===== src/rtl/pc_seq_pkg.sv =====
// Shared types and helpers for the program-counter sequencer and its return-address stack.
package pc_seq_pkg;

    typedef enum logic [2:0] {
        SRC_RESET,
        SRC_REDIRECT,
        SRC_HOLD,
        SRC_RETURN,
        SRC_TARGET,
        SRC_SEQ
    } pc_src_e;

    // Bits needed to hold an entry count from 0 up to and including depth.
    function automatic int unsigned ras_cnt_w(input int unsigned depth);
        return unsigned'($clog2(depth + 1));
    endfunction

endpackage


===== src/rtl/pc_sequencer_if.sv =====
// Control/status bundle between the pipeline and the PC sequencer.
interface pc_sequencer_if
    import pc_seq_pkg::*;
#(
    parameter int unsigned WIDTH     = 64,
    parameter int unsigned RAS_DEPTH = 4
);
    localparam int unsigned CW = ras_cnt_w(RAS_DEPTH);

    logic             WriteEn;
    logic             Branch;
    logic             ALUZero;
    logic             Unconditional;
    logic             Link;
    logic             Return;
    logic             Redirect;
    logic [WIDTH-1:0] RedirectPC;
    logic [WIDTH-1:0] SignExtImm;
    logic [WIDTH-1:0] PC;
    logic             Taken;
    logic             RasUnderflow;
    logic [CW-1:0]    RasCount;
    logic             RasEmpty;
    logic             RasFull;

    modport master (
        output WriteEn, Branch, ALUZero, Unconditional, Link, Return,
               Redirect, RedirectPC, SignExtImm,
        input  PC, Taken, RasUnderflow, RasCount, RasEmpty, RasFull
    );

    modport slave (
        input  WriteEn, Branch, ALUZero, Unconditional, Link, Return,
               Redirect, RedirectPC, SignExtImm,
        output PC, Taken, RasUnderflow, RasCount, RasEmpty, RasFull
    );

endinterface


===== src/rtl/ras_stack.sv =====
// Circular return-address stack; a full push overwrites the oldest entry.
module ras_stack
    import pc_seq_pkg::*;
#(
    parameter int unsigned WIDTH     = 64,
    parameter int unsigned RAS_DEPTH = 4
) (
    input  logic                               Clk,
    input  logic                               Reset,
    input  logic                               Push,
    input  logic                               Pop,
    input  logic [WIDTH-1:0]                   PushData,
    output logic [WIDTH-1:0]                   Top,
    output logic [ras_cnt_w(RAS_DEPTH)-1:0]    Count,
    output logic                               Empty,
    output logic                               Full
);
    localparam int unsigned CW = ras_cnt_w(RAS_DEPTH);
    localparam int unsigned PW = $clog2(RAS_DEPTH);

    logic [WIDTH-1:0] mem_q [RAS_DEPTH];
    logic [PW-1:0]    ptr_q, ptr_d, wr_idx;
    logic [CW-1:0]    cnt_q, cnt_d;
    logic             wr_en;

    // Push+Pop together rewrites the top slot in place; pointer wrap is free (power-of-two depth).
    always_comb begin
        ptr_d  = ptr_q;
        cnt_d  = cnt_q;
        wr_en  = 1'b0;
        wr_idx = ptr_q;
        if (Push && Pop) begin
            wr_en = 1'b1;
            if (cnt_q == CW'(0)) cnt_d = CW'(1);
        end else if (Push) begin
            ptr_d  = ptr_q + PW'(1);
            wr_idx = ptr_q + PW'(1);
            wr_en  = 1'b1;
            if (cnt_q != CW'(RAS_DEPTH)) cnt_d = cnt_q + CW'(1);
        end else if (Pop && (cnt_q != CW'(0))) begin
            ptr_d = ptr_q - PW'(1);
            cnt_d = cnt_q - CW'(1);
        end
    end

    always_ff @(posedge Clk) begin
        if (Reset) begin
            ptr_q <= '0;
            cnt_q <= '0;
        end else begin
            ptr_q <= ptr_d;
            cnt_q <= cnt_d;
        end
    end

    // Storage is deliberately left uncleared by reset.
    always_ff @(posedge Clk) begin
        if (!Reset && wr_en) mem_q[wr_idx] <= PushData;
    end

    assign Top   = mem_q[ptr_q];
    assign Count = cnt_q;
    assign Empty = (cnt_q == CW'(0));
    assign Full  = (cnt_q == CW'(RAS_DEPTH));

endmodule


===== src/rtl/pc_sequencer.sv =====
// PC register with priority next-PC selection, PC-relative target adder and return-address stack.
module pc_sequencer
    import pc_seq_pkg::*;
#(
    parameter int unsigned      WIDTH        = 64,
    parameter int unsigned      INSTR_BYTES  = 4,
    parameter int unsigned      IMM_SHIFT    = 2,
    parameter logic [WIDTH-1:0] RESET_VECTOR = '0,
    parameter int unsigned      RAS_DEPTH    = 4
) (
    input  logic           Clk,
    input  logic           Reset,
    pc_sequencer_if.slave  bus
);
    localparam int unsigned CW = ras_cnt_w(RAS_DEPTH);

    logic [WIDTH-1:0] pc_q, pc_d;
    logic [WIDTH-1:0] seq_pc, tgt_pc, ras_top;
    logic             taken_q, taken_d;
    logic             unf_q, unf_d;
    logic             push, pop;
    logic             ras_empty, ras_full;
    logic [CW-1:0]    ras_count;
    pc_src_e          src;

    assign seq_pc = pc_q + WIDTH'(INSTR_BYTES);
    assign tgt_pc = pc_q + (bus.SignExtImm << IMM_SHIFT);

    // Priority decode: reset > redirect > stall > return > taken target > sequential.
    always_comb begin
        src   = SRC_SEQ;
        unf_d = 1'b0;
        push  = 1'b0;
        pop   = 1'b0;
        if (Reset) begin
            src = SRC_RESET;
        end else if (bus.Redirect) begin
            src = SRC_REDIRECT;
        end else if (!bus.WriteEn) begin
            src = SRC_HOLD;
        end else begin
            push = bus.Link;
            if (bus.Return) begin
                pop   = !ras_empty;
                unf_d = ras_empty;
                src   = ras_empty ? SRC_SEQ : SRC_RETURN;
            end else if (bus.Link || bus.Unconditional || (bus.Branch && bus.ALUZero)) begin
                src = SRC_TARGET;
            end
        end
    end

    always_comb begin
        pc_d    = seq_pc;
        taken_d = 1'b0;
        case (src)
            SRC_RESET:    pc_d = RESET_VECTOR;
            SRC_REDIRECT: begin pc_d = bus.RedirectPC; taken_d = 1'b1; end
            SRC_HOLD:     pc_d = pc_q;
            SRC_RETURN:   begin pc_d = ras_top;        taken_d = 1'b1; end
            SRC_TARGET:   begin pc_d = tgt_pc;         taken_d = 1'b1; end
            default:      pc_d = seq_pc;
        endcase
    end

    always_ff @(posedge Clk) begin
        if (Reset) begin
            pc_q    <= RESET_VECTOR;
            taken_q <= 1'b0;
            unf_q   <= 1'b0;
        end else begin
            pc_q    <= pc_d;
            taken_q <= taken_d;
            unf_q   <= unf_d;
        end
    end

    ras_stack #(
        .WIDTH     (WIDTH),
        .RAS_DEPTH (RAS_DEPTH)
    ) u_ras (
        .Clk      (Clk),
        .Reset    (Reset),
        .Push     (push),
        .Pop      (pop),
        .PushData (seq_pc),
        .Top      (ras_top),
        .Count    (ras_count),
        .Empty    (ras_empty),
        .Full     (ras_full)
    );

    assign bus.PC           = pc_q;
    assign bus.Taken        = taken_q;
    assign bus.RasUnderflow = unf_q;
    assign bus.RasCount     = ras_count;
    assign bus.RasEmpty     = ras_empty;
    assign bus.RasFull      = ras_full;

endmodule

===== src/flat_wrapper.sv =====
// flat-port wrapper written by rule: the top's interface ports become plain ports
module pc_sequencer_flat import pc_seq_pkg::*;
#(
    parameter int unsigned      WIDTH        = 64,
    parameter int unsigned      INSTR_BYTES  = 4,
    parameter int unsigned      IMM_SHIFT    = 2,
    parameter logic [WIDTH-1:0] RESET_VECTOR = '0,
    parameter int unsigned      RAS_DEPTH    = 4
)
  (Clk, Reset, bus_WriteEn, bus_Branch, bus_ALUZero, bus_Unconditional, bus_Link, bus_Return, bus_Redirect, bus_RedirectPC, bus_SignExtImm, bus_PC, bus_Taken, bus_RasUnderflow, bus_RasCount, bus_RasEmpty, bus_RasFull);
  pc_sequencer_if #(.WIDTH(WIDTH), .RAS_DEPTH(RAS_DEPTH)) bus_i ();
  input  logic Clk;
  input  logic Reset;
  input wire logic [$bits(bus_i.WriteEn)-1:0] bus_WriteEn;
  input wire logic [$bits(bus_i.Branch)-1:0] bus_Branch;
  input wire logic [$bits(bus_i.ALUZero)-1:0] bus_ALUZero;
  input wire logic [$bits(bus_i.Unconditional)-1:0] bus_Unconditional;
  input wire logic [$bits(bus_i.Link)-1:0] bus_Link;
  input wire logic [$bits(bus_i.Return)-1:0] bus_Return;
  input wire logic [$bits(bus_i.Redirect)-1:0] bus_Redirect;
  input wire logic [$bits(bus_i.RedirectPC)-1:0] bus_RedirectPC;
  input wire logic [$bits(bus_i.SignExtImm)-1:0] bus_SignExtImm;
  output wire logic [$bits(bus_i.PC)-1:0] bus_PC;
  output wire logic [$bits(bus_i.Taken)-1:0] bus_Taken;
  output wire logic [$bits(bus_i.RasUnderflow)-1:0] bus_RasUnderflow;
  output wire logic [$bits(bus_i.RasCount)-1:0] bus_RasCount;
  output wire logic [$bits(bus_i.RasEmpty)-1:0] bus_RasEmpty;
  output wire logic [$bits(bus_i.RasFull)-1:0] bus_RasFull;
  assign bus_i.WriteEn = bus_WriteEn;
  assign bus_i.Branch = bus_Branch;
  assign bus_i.ALUZero = bus_ALUZero;
  assign bus_i.Unconditional = bus_Unconditional;
  assign bus_i.Link = bus_Link;
  assign bus_i.Return = bus_Return;
  assign bus_i.Redirect = bus_Redirect;
  assign bus_i.RedirectPC = bus_RedirectPC;
  assign bus_i.SignExtImm = bus_SignExtImm;
  assign bus_PC = bus_i.PC;
  assign bus_Taken = bus_i.Taken;
  assign bus_RasUnderflow = bus_i.RasUnderflow;
  assign bus_RasCount = bus_i.RasCount;
  assign bus_RasEmpty = bus_i.RasEmpty;
  assign bus_RasFull = bus_i.RasFull;
  pc_sequencer #(.WIDTH(WIDTH), .INSTR_BYTES(INSTR_BYTES), .IMM_SHIFT(IMM_SHIFT), .RESET_VECTOR(RESET_VECTOR), .RAS_DEPTH(RAS_DEPTH)) u_core (.Clk(Clk), .Reset(Reset), .bus(bus_i));
endmodule

===== config.mk =====
export PLATFORM = sky130hd
export DESIGN_NAME = pc_sequencer_flat
export DESIGN_NICKNAME = d
export VERILOG_FILES = /design/src/rtl/pc_seq_pkg.sv /design/src/rtl/pc_sequencer_if.sv /design/src/rtl/ras_stack.sv /design/src/rtl/pc_sequencer.sv /design/src/flat_wrapper.sv
export SDC_FILE = /design/constraint.sdc
export NUM_CORES = 1
export LEC_CHECK = 0
export CORE_MARGIN = 10
export CORE_UTILIZATION = 40
export DETAILED_ROUTE_END_ITERATION = 8
export HOLD_SLACK_MARGIN = 0.03
export PLACE_DENSITY_LB_ADDON = 0.2
export SETUP_SLACK_MARGIN = 0.5
export SLEW_MARGIN = 20
export SYNTH_ARGS = -nofsm -noshare
export SYNTH_HDL_FRONTEND = slang
export SYNTH_SLANG_ARGS = --single-unit

===== constraint.sdc =====
create_clock -name Clk -period 8.5 [get_ports Clk]
set_input_delay 2.125 -clock Clk [delete_from_list [all_inputs] [get_ports Clk]]
set_output_delay 2.125 -clock Clk [all_outputs]
set_load 0.01 [all_outputs]

---- Word level (Yosys, flattened, before mapping) ----
Memory sizes are Yosys's and may differ from the RTL's. A register that Yosys moved wholly into a read port is not among the register bits.
Index checks and enable logic that the tools add are counted.
operators by class
  add/sub/neg operators ................... 6
  reductions and logical operators ........ 17
  equal/unequal tests ..................... 8
  bitwise logic cells ..................... 3
  muxes and demuxes ....................... 30
operator list
  operator               number
  $pmux 64 s5            1
  $add 64x3->64 const B  1
  $add 64x64->64         1
  $mux 3                 10
  $mux 1                 13
  $mux 2                 6
  $eq 3x2->1 const B     2
  $eq 3x3->1 const B     2
  $logic_not 3->1        2
  $reduce_bool 3->1      2
  $logic_and 1x1->1      4
  $reduce_or 4->1        1
  $add 3x1->3 const B    1
  $eq 3x1->1 const B     1
  $ne 3x1->1 const B     1
  $ne 3x3->1 const B     1
  $not 1->1              3
  $reduce_and 3->1       1
  $reduce_or 3->1        1
  $sub 3x1->3 const B    1
  $add 2x1->2 const B    1
  $logic_not 1->1        2
  $logic_or 1x1->1       2
  $ne 2x1->1 const B     1
  other kinds (3)        3
word-level totals
  word-level logic and storage cells ...... 70
  input port bits ......................... 137
  memories ................................ 1
  RAM bits ................................ 256
  bits in registers ....................... 71
memory list
  name                words  width  rd ports  clocked after Yosys merged registers in  write ports  RTL line         source
  u_core.u_ras.mem_q  4      64     1         1                                        1            ras_stack.sv:21  logic [WIDTH-1:0] mem_q [RAS_DEPTH];

---- Depth between registers and ports, before layout ----
Gate-level depths: netlist of run 1.
  depth in word-level cells ............... 11
  gate-level depth with buffers ........... 12
  mapped depth without buffers ............ 12

---- Hierarchy ----
A second synthesis of run 1 with hierarchy kept.
second synthesis, totals
  cell total of the unflattened synthesis .. 1582
  area, all modules ....................... 18255.0 um^2
by module, submodules not included
  module        instances  area an instance (um^2)  cells each
  ras_stack     1          9830.7                   407
  pc_sequencer  1          8424.3                   1175

---- Worst setup path before layout of run 1 ----
No wires, ideal clock.
  path kind ............................... input -> register
  start ................................... in Reset
  end ..................................... mem u_core.u_ras.mem_q[0][0], enable pin
  path slack .............................. 1.448 ns
  arrival ................................. 6.545 ns
  data required time ...................... 7.993 ns
  buffers on the path ..................... 1
  stages on the path ...................... 7
  cell sequence ........................... clkbuf_1 -> nor2_1 -> nand3_1 -> ha_1 -> a21oi_1 -> nand2b_1 -> a21oi_1
between the ends
  word-level cells in the longest chain between the ends .. 6
ends and longest elaborated chain
  what                                                RTL line                          source
  from (decl)                                         flat_wrapper.sv:13                input logic Reset;
  $mux 1                                              pc_sequencer.sv:35                if (Reset) begin
  $mux 1 / $logic_and 1x1->1 (equally long branches)  ras_stack.sv:35, ras_stack.sv:32
  $mux 1                                              ras_stack.sv:32                   if (Push && Pop) begin
  $logic_and 1x1->1                                   ras_stack.sv:58                   if (!Reset && wr_en) mem_q[wr_idx] <= PushData;
  $mux 1                                              ras_stack.sv:58
  $mux 1 (not written as such)                        ras_stack.sv:58
  to (decl)                                           ras_stack.sv:21
Parallel ways exist; a longest one is shown, timed or not.

---- Final worst setup path of run 1 ----
  start ................................... in bus_Redirect
  end ..................................... mem u_core.u_ras.mem_q[3][38], enable pin
between the ends
  word-level cells in the longest chain between the ends .. 7
ends and longest elaborated chain
  what                                                RTL line                          source
  from (decl)                                         flat_wrapper.sv:20                input wire logic [$bits(bus_i.Redirect)-1:0] bus_Redirect;
  $mux 1                                              pc_sequencer.sv:37                end else if (bus.Redirect) begin
  $mux 1                                              pc_sequencer.sv:35
  $mux 1 / $logic_and 1x1->1 (equally long branches)  ras_stack.sv:35, ras_stack.sv:32
  $mux 1                                              ras_stack.sv:32
  $logic_and 1x1->1                                   ras_stack.sv:58
  $mux 1                                              ras_stack.sv:58
  $mux 1 (not written as such)                        ras_stack.sv:58
Parallel ways exist; a longest one is shown, timed or not.

==> run_results.csv, run 1 <==
group,metric,value,unit
status,outcome,"finished clean",
final_layout,post_route_cells_drive_above_1_share,10.4,%
worst_setup_path,timing.critical_path.required,8.71,ns
place,place_area,21000,µm²
final_layout,n_antenna_cell,0,
sta,grt_setup_unrepaired,"false",
final_layout,design.final.nets,1975,
final_layout,flip_flop_and_latch_area,9150,µm²
sta,hold_viol,0,
pwr,power_switching,1.14,mW
clock_network,worstSkewPairLatency,0.55,ns
clock_network,total_of_hold_buffers_inserted_after_clock_tree_synthesis,0,
sta,fin_worst_skew,0.0201,ns
worst_setup_path,worstRegToRegCells,12,
sta,min_period_over_period,65.5,%
clock_network,cts_inserted_buffers,37,
worst_setup_path,critical_path_arrival,5.78,ns
yosys,post_synth_instance_area,18400,µm²
worst_setup_path,timing_worst_setup_path_type,"input port to flop",
clock_network,cts_tree,"yes",
pwr,power_frac_comb,17.7,%
drt,remaining_drc_errors,0,
floorplan,die-area,54900,µm²
worst_setup_path,crit_chain,"clkdlybuf4s50_1 -> nor2_1 -> nand3_1 -> ha_1 -> inv_1 -> nor2_1 -> a31oi_1 -> nor2_4 -> buf_4",
pwr,power.clock.fraction,37.6,%
pwr,part_of_the_total_power_dissipated_in_sequential_elements,44.7,%
worst_setup_path,critPathBufInv,3,
place,io_buffer_count,205,
clock_network,clockRootBuffer,"sky130_fd_sc_hd__clkbuf_16",
final_layout,design_area,22200,µm²
floorplan,fp.dieH,234,µm
pwr,internal-power,3.01,mW
floorplan,io-pin-count,208,
place,finalWeightedCongestion,0.952,
final_layout,area_occupied_by_multi_input_gates,8730,µm²
yosys,synth.avg_cell_area,11.4,µm²
clock_network,cts.clk_slew.worst_paths,0.06,ns
worst_setup_path,cp_common_cell,"sky130_fd_sc_hd__nor2_1",
sta,timing.final.max_slew_violations,0,
worst_setup_path,regToRegStartpoint,"u_core.bus.PC[2]",
sta,setup_violations,0,
drt,detail_route.iter0.violations,1539,
sta,slew_headroom,24.5,%
pwr,power.total,4.15,mW
floorplan,die-width,234,µm
pwr,vdd.ir_drop.worst,106,µV
worst_setup_path,crit_path_end_kind,"flop",
global_route,grt_first_pass_wirelength,90100,µm
yosys,synthDominantAreaCellType,"sky130_fd_sc_hd__edfxtp_1",
worst_setup_path,crit_family,"simple AND/OR/NAND/NOR gates",
yosys,netlist_top_cells_area,"sky130_fd_sc_hd__edfxtp_1 (42%), sky130_fd_sc_hd__dfxtp_1 (8.0%), sky130_fd_sc_hd__mux4_2 (7.8%)",
clock_network,ctsHtreeMaxLevel,2,
global_route,globalRoute.totalOverflow,0,
hold_path,whs_endpoint,"u_core.u_ras.mem_q[2][0]",
pwr,power_density,187,nW/µm²
clock_network,cts_sink_cnt,329,
yosys,netlist.area_leader.share,41.8,%
yosys,asyncSetResetFlopFracSynth,0,%
global_route,grt_total_usage,21.7,%
hold_path,timing.hold.worst.start,"u_core.bus.PC[0]",
global_route,number_of_antenna_violations_at_the_first_check_in_global_routing,1,
yosys,dominantRegCellSynth,"sky130_fd_sc_hd__edfxtp_1",
yosys,synthMostInstantiatedCell,"sky130_fd_sc_hd__edfxtp_1",
worst_setup_path,r2r-end,"u_core.bus.PC[60]",
pwr,power_switching_share,27.4,%
sta,accumulated_negative_setup_slack,0,ns
sta,tightestPinTransition,1.13,ns
drt,detail_route.vias_per_cell,6.04,
pwr,power.leakage,7.60,nW
yosys,synth_warnings,0,
floorplan,row_count,78,
run,maxCapViolCount,0,
final_layout,n_fill_cell,4099,
clock_network,ctsResizeCount,0,
drt,number_of_vias_in_the_routed_layout,14494,
final_layout,area_growth,20.9,%
worst_setup_path,timing.critical_path.slowest_stage_cell,"sky130_fd_sc_hd__clkdlybuf4s50_1",
worst_setup_path,critical_path.startpoint_type,"input port",
drt,routed_wl,61100,µm
yosys,post_synth_num_cell_types,87,
yosys,postSynthRegisterBits,329,
hold_path,hold_class,"flop to flop",
drt,route.detailed.wl_per_inst,25.5,µm
drt,drt_pre_antenna_iters,6,
place,detailedPlacementHpwl,41400,µm
final_layout,post-route-util,48.9,%
yosys,edff_count_synth,256,
sta,timing.final.crit_period,5.57,ns
worst_setup_path,worst-path-max-fanout,20,
clock_network,clk_path_buf_depth,3,
worst_setup_path,timing.reg2reg.setup_slack,4.59,ns
hold_path,hold_critical_path_depth,0,
sta,max_frequency,179,MHz
floorplan,floorplan.core_area,45400,µm²
global_route,grt_max_degree,65,
yosys,synth.cells.most_frequent,"sky130_fd_sc_hd__edfxtp_1 (256), sky130_fd_sc_hd__nand2_1 (141), sky130_fd_sc_hd__a21oi_1 (114), sky130_fd_sc_hd__nor2_1 (110), sky130_fd_sc_hd__o21ai_0 (81)",
worst_setup_path,slowest_delay,0.63,ns
yosys,synthCells,1606,
yosys,nets_in_the_synthesized_netlist,1809,
yosys,sequential_area_share_after_synthesis,49.8,%
clock_network,cts_post_setup_buffers_inserted,0,
global_route,grt_pass1_vias,14363,
drt,antenna_viol_nets_final,0,
floorplan,start_util,40.5,%
[worst reg2reg max path, stage by stage, from the launching register on]
cell and delay (ns):
sky130_fd_sc_hd__dfxtp_1 0.60, sky130_fd_sc_hd__ha_1 0.26, sky130_fd_sc_hd__inv_1 0.06, sky130_fd_sc_hd__fa_1 0.39, sky130_fd_sc_hd__and2b_1 0.25, sky130_fd_sc_hd__o2111ai_2 0.20, sky130_fd_sc_hd__a211oi_2 0.40, sky130_fd_sc_hd__o211ai_1 0.29
sky130_fd_sc_hd__a21oi_2 0.29, sky130_fd_sc_hd__o31ai_2 0.17, sky130_fd_sc_hd__or4_1 0.55, sky130_fd_sc_hd__a221oi_2 0.23, sky130_fd_sc_hd__o31ai_1 0.10
[per-layer routing]
metal | share of wire (%) | GRT usage (%) | wire length [µm] | up-vias
li1 | - | - | - | 6599
met1 | 42 | 28.7 | 25600 | 7208
met2 | 47 | 35.4 | 28900 | 602
met3 | 8.6 | 4.76 | 5270 | 85
met4 | 2.2 | 5.79 | 1360 | 0
met5 | 0 | 0 | 0 | -
[logic make-up after synthesis]
logic type / share of synthesized area [%]
buffers and inverters: 3.01
XOR/XNOR: 5.15
AND/OR/NAND/NOR: 12.3
adder cells (fa/ha/maj): 4.58
flip-flops: 49.8
AO/OA/AOI/OAI: 17.0
multiplexers: 8.12
[power groups by stage]
| stage | Sequential, mW | Clock [mW] | Combinational [mW] |
|---|---|---|---|
| final | 1.86 | 1.56 | 0.735 |
| after global routing | 1.86 | 1.64 | 0.796 |
| after CTS | 1.86 | 1.58 | 0.728 |
| after detailed placement | 1.89 | 0 | 0.724 |
| after global placement | 1.89 | 0 | 0.716 |
| after floorplan | 1.88 | 0 | 0.444 |
[through the flow]
step | setup slack (ns) | cells | hold slack [ns]
finish | 2.93 | 2398 | 0.532
global route | 2.71 | 2398 | 0.543
CTS | 2.95 | 2396 | 0.530
detailed placement | 2.36 | 2331 | 0.522
global placement | 2.12 | 2330 | 0.508
floorplan | 1.45 | 1606 | 0.482
[final cells by class]
type / count / share of cell area [%]
clock inverter: 13 / 0.468
sequential: 329 / 41.2
tap: 600 / 3.38
timing repair buffer: 225 / 10.2
inverter: 34 / 0.575
clock buffer: 52 / 4.80
multi-input combinational: 1145 / 39.3
[how the worst max path moves through the flow]
stage / from / end / slack, ns / cells after the start
floorplan: Reset / u_core.u_ras.mem_q[0][0] / 1.45 / 7
global placement: bus_Redirect / u_core.u_ras.mem_q[3][26] / 2.12 / 9
detailed placement: bus_Redirect / u_core.u_ras.mem_q[3][26] / 2.36 / 9
CTS: bus_Redirect / u_core.u_ras.mem_q[3][50] / 2.95 / 9
global route: bus_Redirect / u_core.u_ras.mem_q[3][50] / 2.71 / 9
finish: bus_Redirect / u_core.u_ras.mem_q[3][38] / 2.93 / 9
[cell usage in the layout (no fill, tap or decap), types with 39 or more instances in the layout]
cell type	n
sky130_fd_sc_hd__edfxtp_1	256
sky130_fd_sc_hd__clkdlybuf4s50_1	205
sky130_fd_sc_hd__nand2_1	141
sky130_fd_sc_hd__a21oi_1	113
sky130_fd_sc_hd__nor2_1	106
sky130_fd_sc_hd__o21ai_0	81
sky130_fd_sc_hd__xnor2_1	76
sky130_fd_sc_hd__dfxtp_1	71
sky130_fd_sc_hd__mux4_2	64
sky130_fd_sc_hd__ha_1	64
sky130_fd_sc_hd__a221oi_1	48
sky130_fd_sc_hd__nand3_1	40
sky130_fd_sc_hd__clkbuf_16	39
[state kept, by name, summed over array words and instances, names as in the netlist, named ones only]
register and flops:
u_core.u_ras.ptr_q 2, u_core.u_ras.mem_q 256, u_core.bus.Taken 1, u_core.u_ras.Count 3, u_core.bus.PC 64, u_core.bus.RasUnderflow 1
Note: power is estimated with default switching activity, not from simulation.
==> inputs of run 2 (changes only) <==
Clock period 8.5 ns to 5.7 ns, I/O delays scaled along.
==> run_results.csv, run 2 (same netlist as run 1, synthesis figures left out) <==
group,metric,value,unit
sta,slew_headroom,34.9,%
final_layout,largest_reg_flops,256,
worst_setup_path,slowest_delay,0.55,ns
final_layout,n_fill_cell,4143,
place,place_area,21100,µm²
final_layout,mostFrequentLayoutCells,"sky130_fd_sc_hd__edfxtp_1 (256), sky130_fd_sc_hd__clkdlybuf4s50_1 (205), sky130_fd_sc_hd__nand2_1 (141)",
worst_setup_path,timing.critical_path.required,6.11,ns
pwr,internal-power,4.64,mW
global_route,number_of_antenna_violations_at_the_first_check_in_global_routing,0,
clock_network,cts_post_setup_buffers_inserted,0,
global_route,grt_max_degree,65,
final_layout,design.final.nets,1979,
global_route,grt_first_pass_wirelength,92900,µm
place,finalWeightedCongestion,0.900,
clock_network,cts_sink_cnt,329,
pwr,power.total,6.39,mW
sta,setup_violations,0,
pwr,power_frac_comb,17.4,%
floorplan,io-pin-count,208,
floorplan,die-width,234,µm
floorplan,fp.dieH,234,µm
pwr,power_switching_share,27.4,%
drt,detail_route.vias_per_cell,6.06,
global_route,grt_total_usage,22.5,%
global_route,globalRoute.totalOverflow,0,
final_layout,area_growth,21.6,%
clock_network,ctsHtreeMaxLevel,2,
pwr,power_density,286,nW/µm²
worst_setup_path,timing.critical_path.slowest_stage_cell,"sky130_fd_sc_hd__or4_1",
worst_setup_path,critPathBufInv,2,
clock_network,clk_path_buf_depth,3,
drt,detail_route.iter0.violations,1430,
worst_setup_path,crit_family,"compound AO/OA/AOI/OAI gates",
clock_network,cts.clk_slew.worst_paths,0.06,ns
drt,number_of_vias_in_the_routed_layout,14564,
final_layout,n_antenna_cell,0,
pwr,vdd.ir_drop.worst,221,µV
floorplan,floorplan.core_area,45400,µm²
clock_network,worstSkewPairLatency,0.57,ns
worst_setup_path,worst-path-max-fanout,4,
final_layout,post_route_cells_drive_above_1_share,10.8,%
drt,antenna_viol_nets_final,0,
sta,grt_setup_unrepaired,"false",
worst_setup_path,critical_path.startpoint_type,"input port",
sta,tightestPinTransition,0.969,ns
drt,route.detailed.wl_per_inst,26.2,µm
final_layout,area_occupied_by_multi_input_gates,8730,µm²
worst_setup_path,worstRegToRegCells,11,
status,outcome,"finished clean",
final_layout,commonest_non_fill_non_tap_cell_in_the_layout,"sky130_fd_sc_hd__edfxtp_1",
hold_path,hold_critical_path_depth,0,
clock_network,ctsResizeCount,0,
worst_setup_path,crit_chain,"clkdlybuf4s50_1 -> ha_1 -> inv_1 -> fa_1 -> and2b_1 -> o2111ai_2 -> a211oi_2 -> o211ai_1 -> a21oi_2 -> o31ai_2 -> or4_1 -> a221oi_2 -> o31ai_1",
worst_setup_path,timing_worst_setup_path_type,"input port to flop",
final_layout,flip_flop_and_latch_area,9150,µm²
global_route,grt_pass1_vias,14565,
pwr,part_of_the_total_power_dissipated_in_sequential_elements,43.3,%
hold_path,hold_class,"flop to flop",
drt,drt_pre_antenna_iters,7,
drt,routed_wl,63000,µm
final_layout,design_area,22300,µm²
sta,max_frequency,220,MHz
sta,fin_worst_skew,0.0343,ns
run,maxCapViolCount,0,
floorplan,row_count,78,
final_layout,top_register,"u_core.u_ras.mem_q",
place,detailedPlacementHpwl,43600,µm
worst_setup_path,crit_path_end_kind,"flop",
worst_setup_path,critical_path_cell_count,13,
place,io_buffer_count,205,
clock_network,cts_tree,"yes",
drt,remaining_drc_errors,0,
clock_network,cts_inserted_buffers,38,
sta,min_period_over_period,79.7,%
pwr,power.clock.fraction,39.3,%
floorplan,die-area,54900,µm²
sta,hold_viol,0,
pwr,power.leakage,7.67,nW
worst_setup_path,critical_path_arrival,4.95,ns
pwr,power_switching,1.75,mW
sta,timing.final.crit_period,4.54,ns
sta,timing.final.max_slew_violations,0,
clock_network,clockRootBuffer,"sky130_fd_sc_hd__clkbuf_16",
clock_network,total_of_hold_buffers_inserted_after_clock_tree_synthesis,0,
floorplan,start_util,40.5,%
[run 2: cell count changes in the layout (fill, tap and decap cells not counted), sizes merged]
| cell | change |
|---|---|
| bufinv | +3 |
| inv | +1 |
| buf | +3 |
| clkinvlp | -2 |
| clkinv | +4 |
| clkbuf | -2 |
[run 2: worst paths after layout]
kind | startpoint | to | slack, ns
max | bus_SignExtImm[0] | u_core.bus.PC[60] | 1.16
min | u_core.bus.PC[1] | u_core.u_ras.mem_q[0][1] | 0.52
max reg2reg | u_core.bus.PC[3] | u_core.bus.PC[60] | 1.85
min reg2reg | u_core.bus.PC[1] | u_core.u_ras.mem_q[0][1] | 0.52
[run 2: area by class of cell]
type                       instances  area share [%]
clock buffer                      50            4.73
clock inverter                    19            1.01
inverter                          34           0.571
multi-input combinational       1145            39.1
sequential                       329            41.0
tap                              600            3.36
timing repair buffer             228            10.3
[run 2: routing by layer]
metal	wire (µm)	GRT usage [%]	vias to the layer above
met1	27300	30.6	7315
met4	1440	6.63	0
li1	-	-	6596
met2	29600	36.4	571
met3	4680	3.58	82
met5	0	0	-
[run 2: metrics by stage]
stage	setup TNS, ns	hold slack (ns)	std cells	setup WS (ns)	util (%)
2_1_floorplan	-50.25	0.482	1606	-0.278	-
4_1_cts	0	0.525	2405	1.16	49.2
6_report	0	0.522	2405	1.16	49.2
5_1_grt	0	0.558	2405	0.957	49.2
3_3_place_gp	0	0.517	2336	0.624	46.4
3_5_place_dp	0	0.520	2336	0.572	46.4
[run 2: power by group through the flow]
stage	registers, mW	logic [mW]	clock network [mW]
floorplan	2.80	0.662	0
CTS	2.77	1.11	2.55
detailed placement	2.82	1.10	0
finish	2.77	1.11	2.51
global placement	2.82	1.09	0
global route	2.78	1.21	2.65
==> inputs of run 3 (changes only) <==
Clock period 5.7 ns to 4.15 ns, I/O delays scaled along.
==> run_results.csv, run 3 (same netlist as run 1, synthesis figures left out) <==
group,metric,value,unit
final_layout,area_growth,27.1,%
drt,remaining_drc_errors,0,
drt,routed_wl,64400,µm
pwr,power.leakage,8.22,nW
worst_setup_path,worst-path-max-fanout,3,
global_route,grt_total_usage,23.1,%
final_layout,design.final.nets,2085,
sta,grt_setup_unrepaired,"true",
final_layout,n_antenna_cell,0,
clock_network,ctsHtreeMaxLevel,2,
place,placement.setup.worst_slack,-0.392,ns
sta,accumulated_negative_setup_slack,0,ns
clock_network,cts_tree,"yes",
final_layout,post_route_cells_drive_above_1_share,16.9,%
worst_setup_path,regToRegStartpoint,"u_core.bus.PC[2]",
drt,drt_pre_antenna_iters,5,
place,finalWeightedCongestion,0.937,
place,detailedPlacementHpwl,46100,µm
floorplan,floorplan.core_area,45400,µm²
run,maxCapViolCount,0,
hold_path,hold_class,"flop to flop",
sta,timing.final.crit_period,3.67,ns
clock_network,clockRootBuffer,"sky130_fd_sc_hd__clkbuf_16",
sta,max_frequency,272,MHz
worst_setup_path,timing_worst_setup_path_type,"input port to flop",
sta,timing.final.max_slew_violations,0,
final_layout,mostFrequentLayoutCells,"sky130_fd_sc_hd__edfxtp_1 (256), sky130_fd_sc_hd__clkdlybuf4s50_1 (204), sky130_fd_sc_hd__nand2_1 (140)",
global_route,number_of_antenna_violations_at_the_first_check_in_global_routing,0,
floorplan,die-area,54900,µm²
sta,hold_viol,0,
drt,detail_route.iter0.violations,1341,
place,io_buffer_count,205,
drt,detailroute.wirelength.met2,30300,µm
sta,smallest_setup_slack_after_layout,0.477,ns
worst_setup_path,critical_path_arrival,4.13,ns
drt,wl_met1,27900,µm
drt,route.detailed.wl_per_inst,25.6,µm
drt,number_of_vias_in_the_routed_layout,14938,
sta,holdWs,0.538,ns
global_route,grt_max_degree,62,
status,outcome,"finished clean",
clock_network,cts_sink_cnt,329,
clock_network,clk_path_buf_depth,3,
final_layout,post-route-util,51.5,%
final_layout,largest_reg_flops,256,
worst_setup_path,critical_path.startpoint_type,"input port",
pwr,power_density,382,nW/µm²
sta,tightestPinTransition,0.682,ns
final_layout,layout.cells.non_filler,2512,
drt,antenna_viol_nets_final,0,
final_layout,design_area,23400,µm²
global_route,globalRoute.totalOverflow,0,
pwr,vdd.ir_drop.worst,245,µV
sta,slew_headroom,54.5,%
floorplan,start_util,40.5,%
floorplan,row_count,78,
final_layout,commonest_non_fill_non_tap_cell_in_the_layout,"sky130_fd_sc_hd__edfxtp_1",
drt,routed.top_layer,"met4",
drt,route.met3.wl,4630,µm
floorplan,io-pin-count,208,
drt,detail_route.vias_per_cell,5.95,
global_route,grt_pass1_vias,15109,
clock_network,worstSkewPairLatency,0.57,ns
place,dp.cells,2435,
worst_setup_path,critPathLaunch,"bus_SignExtImm[1]",
clock_network,cts_inserted_buffers,38,
sta,fin_worst_skew,0.0158,ns
sta,setup_violations,0,
place,place_area,21900,µm²
worst_setup_path,timing.critical_path.required,4.61,ns
hold_path,timing.hold.worst.start,"u_core.bus.PC[0]",
sta,min_period_over_period,88.5,%
floorplan,die-width,234,µm
worst_setup_path,crit_path_end_kind,"flop",
final_layout,top_register,"u_core.u_ras.mem_q",
pwr,power.total,8.91,mW
clock_network,cts.clk_slew.worst_paths,0.07,ns
floorplan,fp.dieH,234,µm
global_route,grt_first_pass_wirelength,95600,µm
## run 3: area by class of cell
class / instances / area (µm²)
clock buffers: 49 / 1000
clock inverters: 21 / 259
fillers: 3994 / 22000
inverters: 34 / 128
multi-input cells: 1145 / 8870
flip-flops and latches: 329 / 9150
well taps: 600 / 751
repair buffers: 334 / 3190
## run 3: layer usage
layer	track usage (%)	up-vias
met1	31.0	7443
met2	37.7	565
met5	0	-
li1	-	6831
met4	6.31	0
met3	4.31	99
## run 3: path summary, 6_finish.rpt
path / to / slack, ns / depth (start not counted)
worst max-delay path: u_core.bus.PC[60] / 0.48 / 12
worst min-delay path: u_core.u_ras.mem_q[2][0] / 0.54 / 0
worst max register to register: u_core.bus.PC[60] / 0.92 / 12
worst min register to register: u_core.u_ras.mem_q[2][0] / 0.54 / 0
## run 3: what timing repair did
action | in CTS | in global routing
pin swaps | 9 | 10
hold buffers | 0 | 0
setup endpoints to repair | 8 | 24
resized for setup | 9 | 19
buffers inserted | 1 | 6
## run 3: critical path, stage by stage
cell and delay (ns):
sky130_fd_sc_hd__clkdlybuf4s50_1 0.48, sky130_fd_sc_hd__inv_1 0.06, sky130_fd_sc_hd__fa_2 0.33, sky130_fd_sc_hd__and2b_2 0.26, sky130_fd_sc_hd__o2111ai_4 0.15, sky130_fd_sc_hd__a211oi_2 0.30, sky130_fd_sc_hd__o211ai_1 0.28, sky130_fd_sc_hd__a21oi_2 0.30
sky130_fd_sc_hd__o31ai_2 0.10, sky130_fd_sc_hd__or4_4 0.51, sky130_fd_sc_hd__a221oi_2 0.22, sky130_fd_sc_hd__o31ai_1 0.10
## run 3: power by group
| part | internal (mW) | total [mW] | switching [mW] |
|---|---|---|---|
| Combinational | 0.781 | 1.71 | 0.927 |
| Clock | 2.03 | 3.42 | 1.38 |
| Sequential | 3.66 | 3.79 | 0.133 |
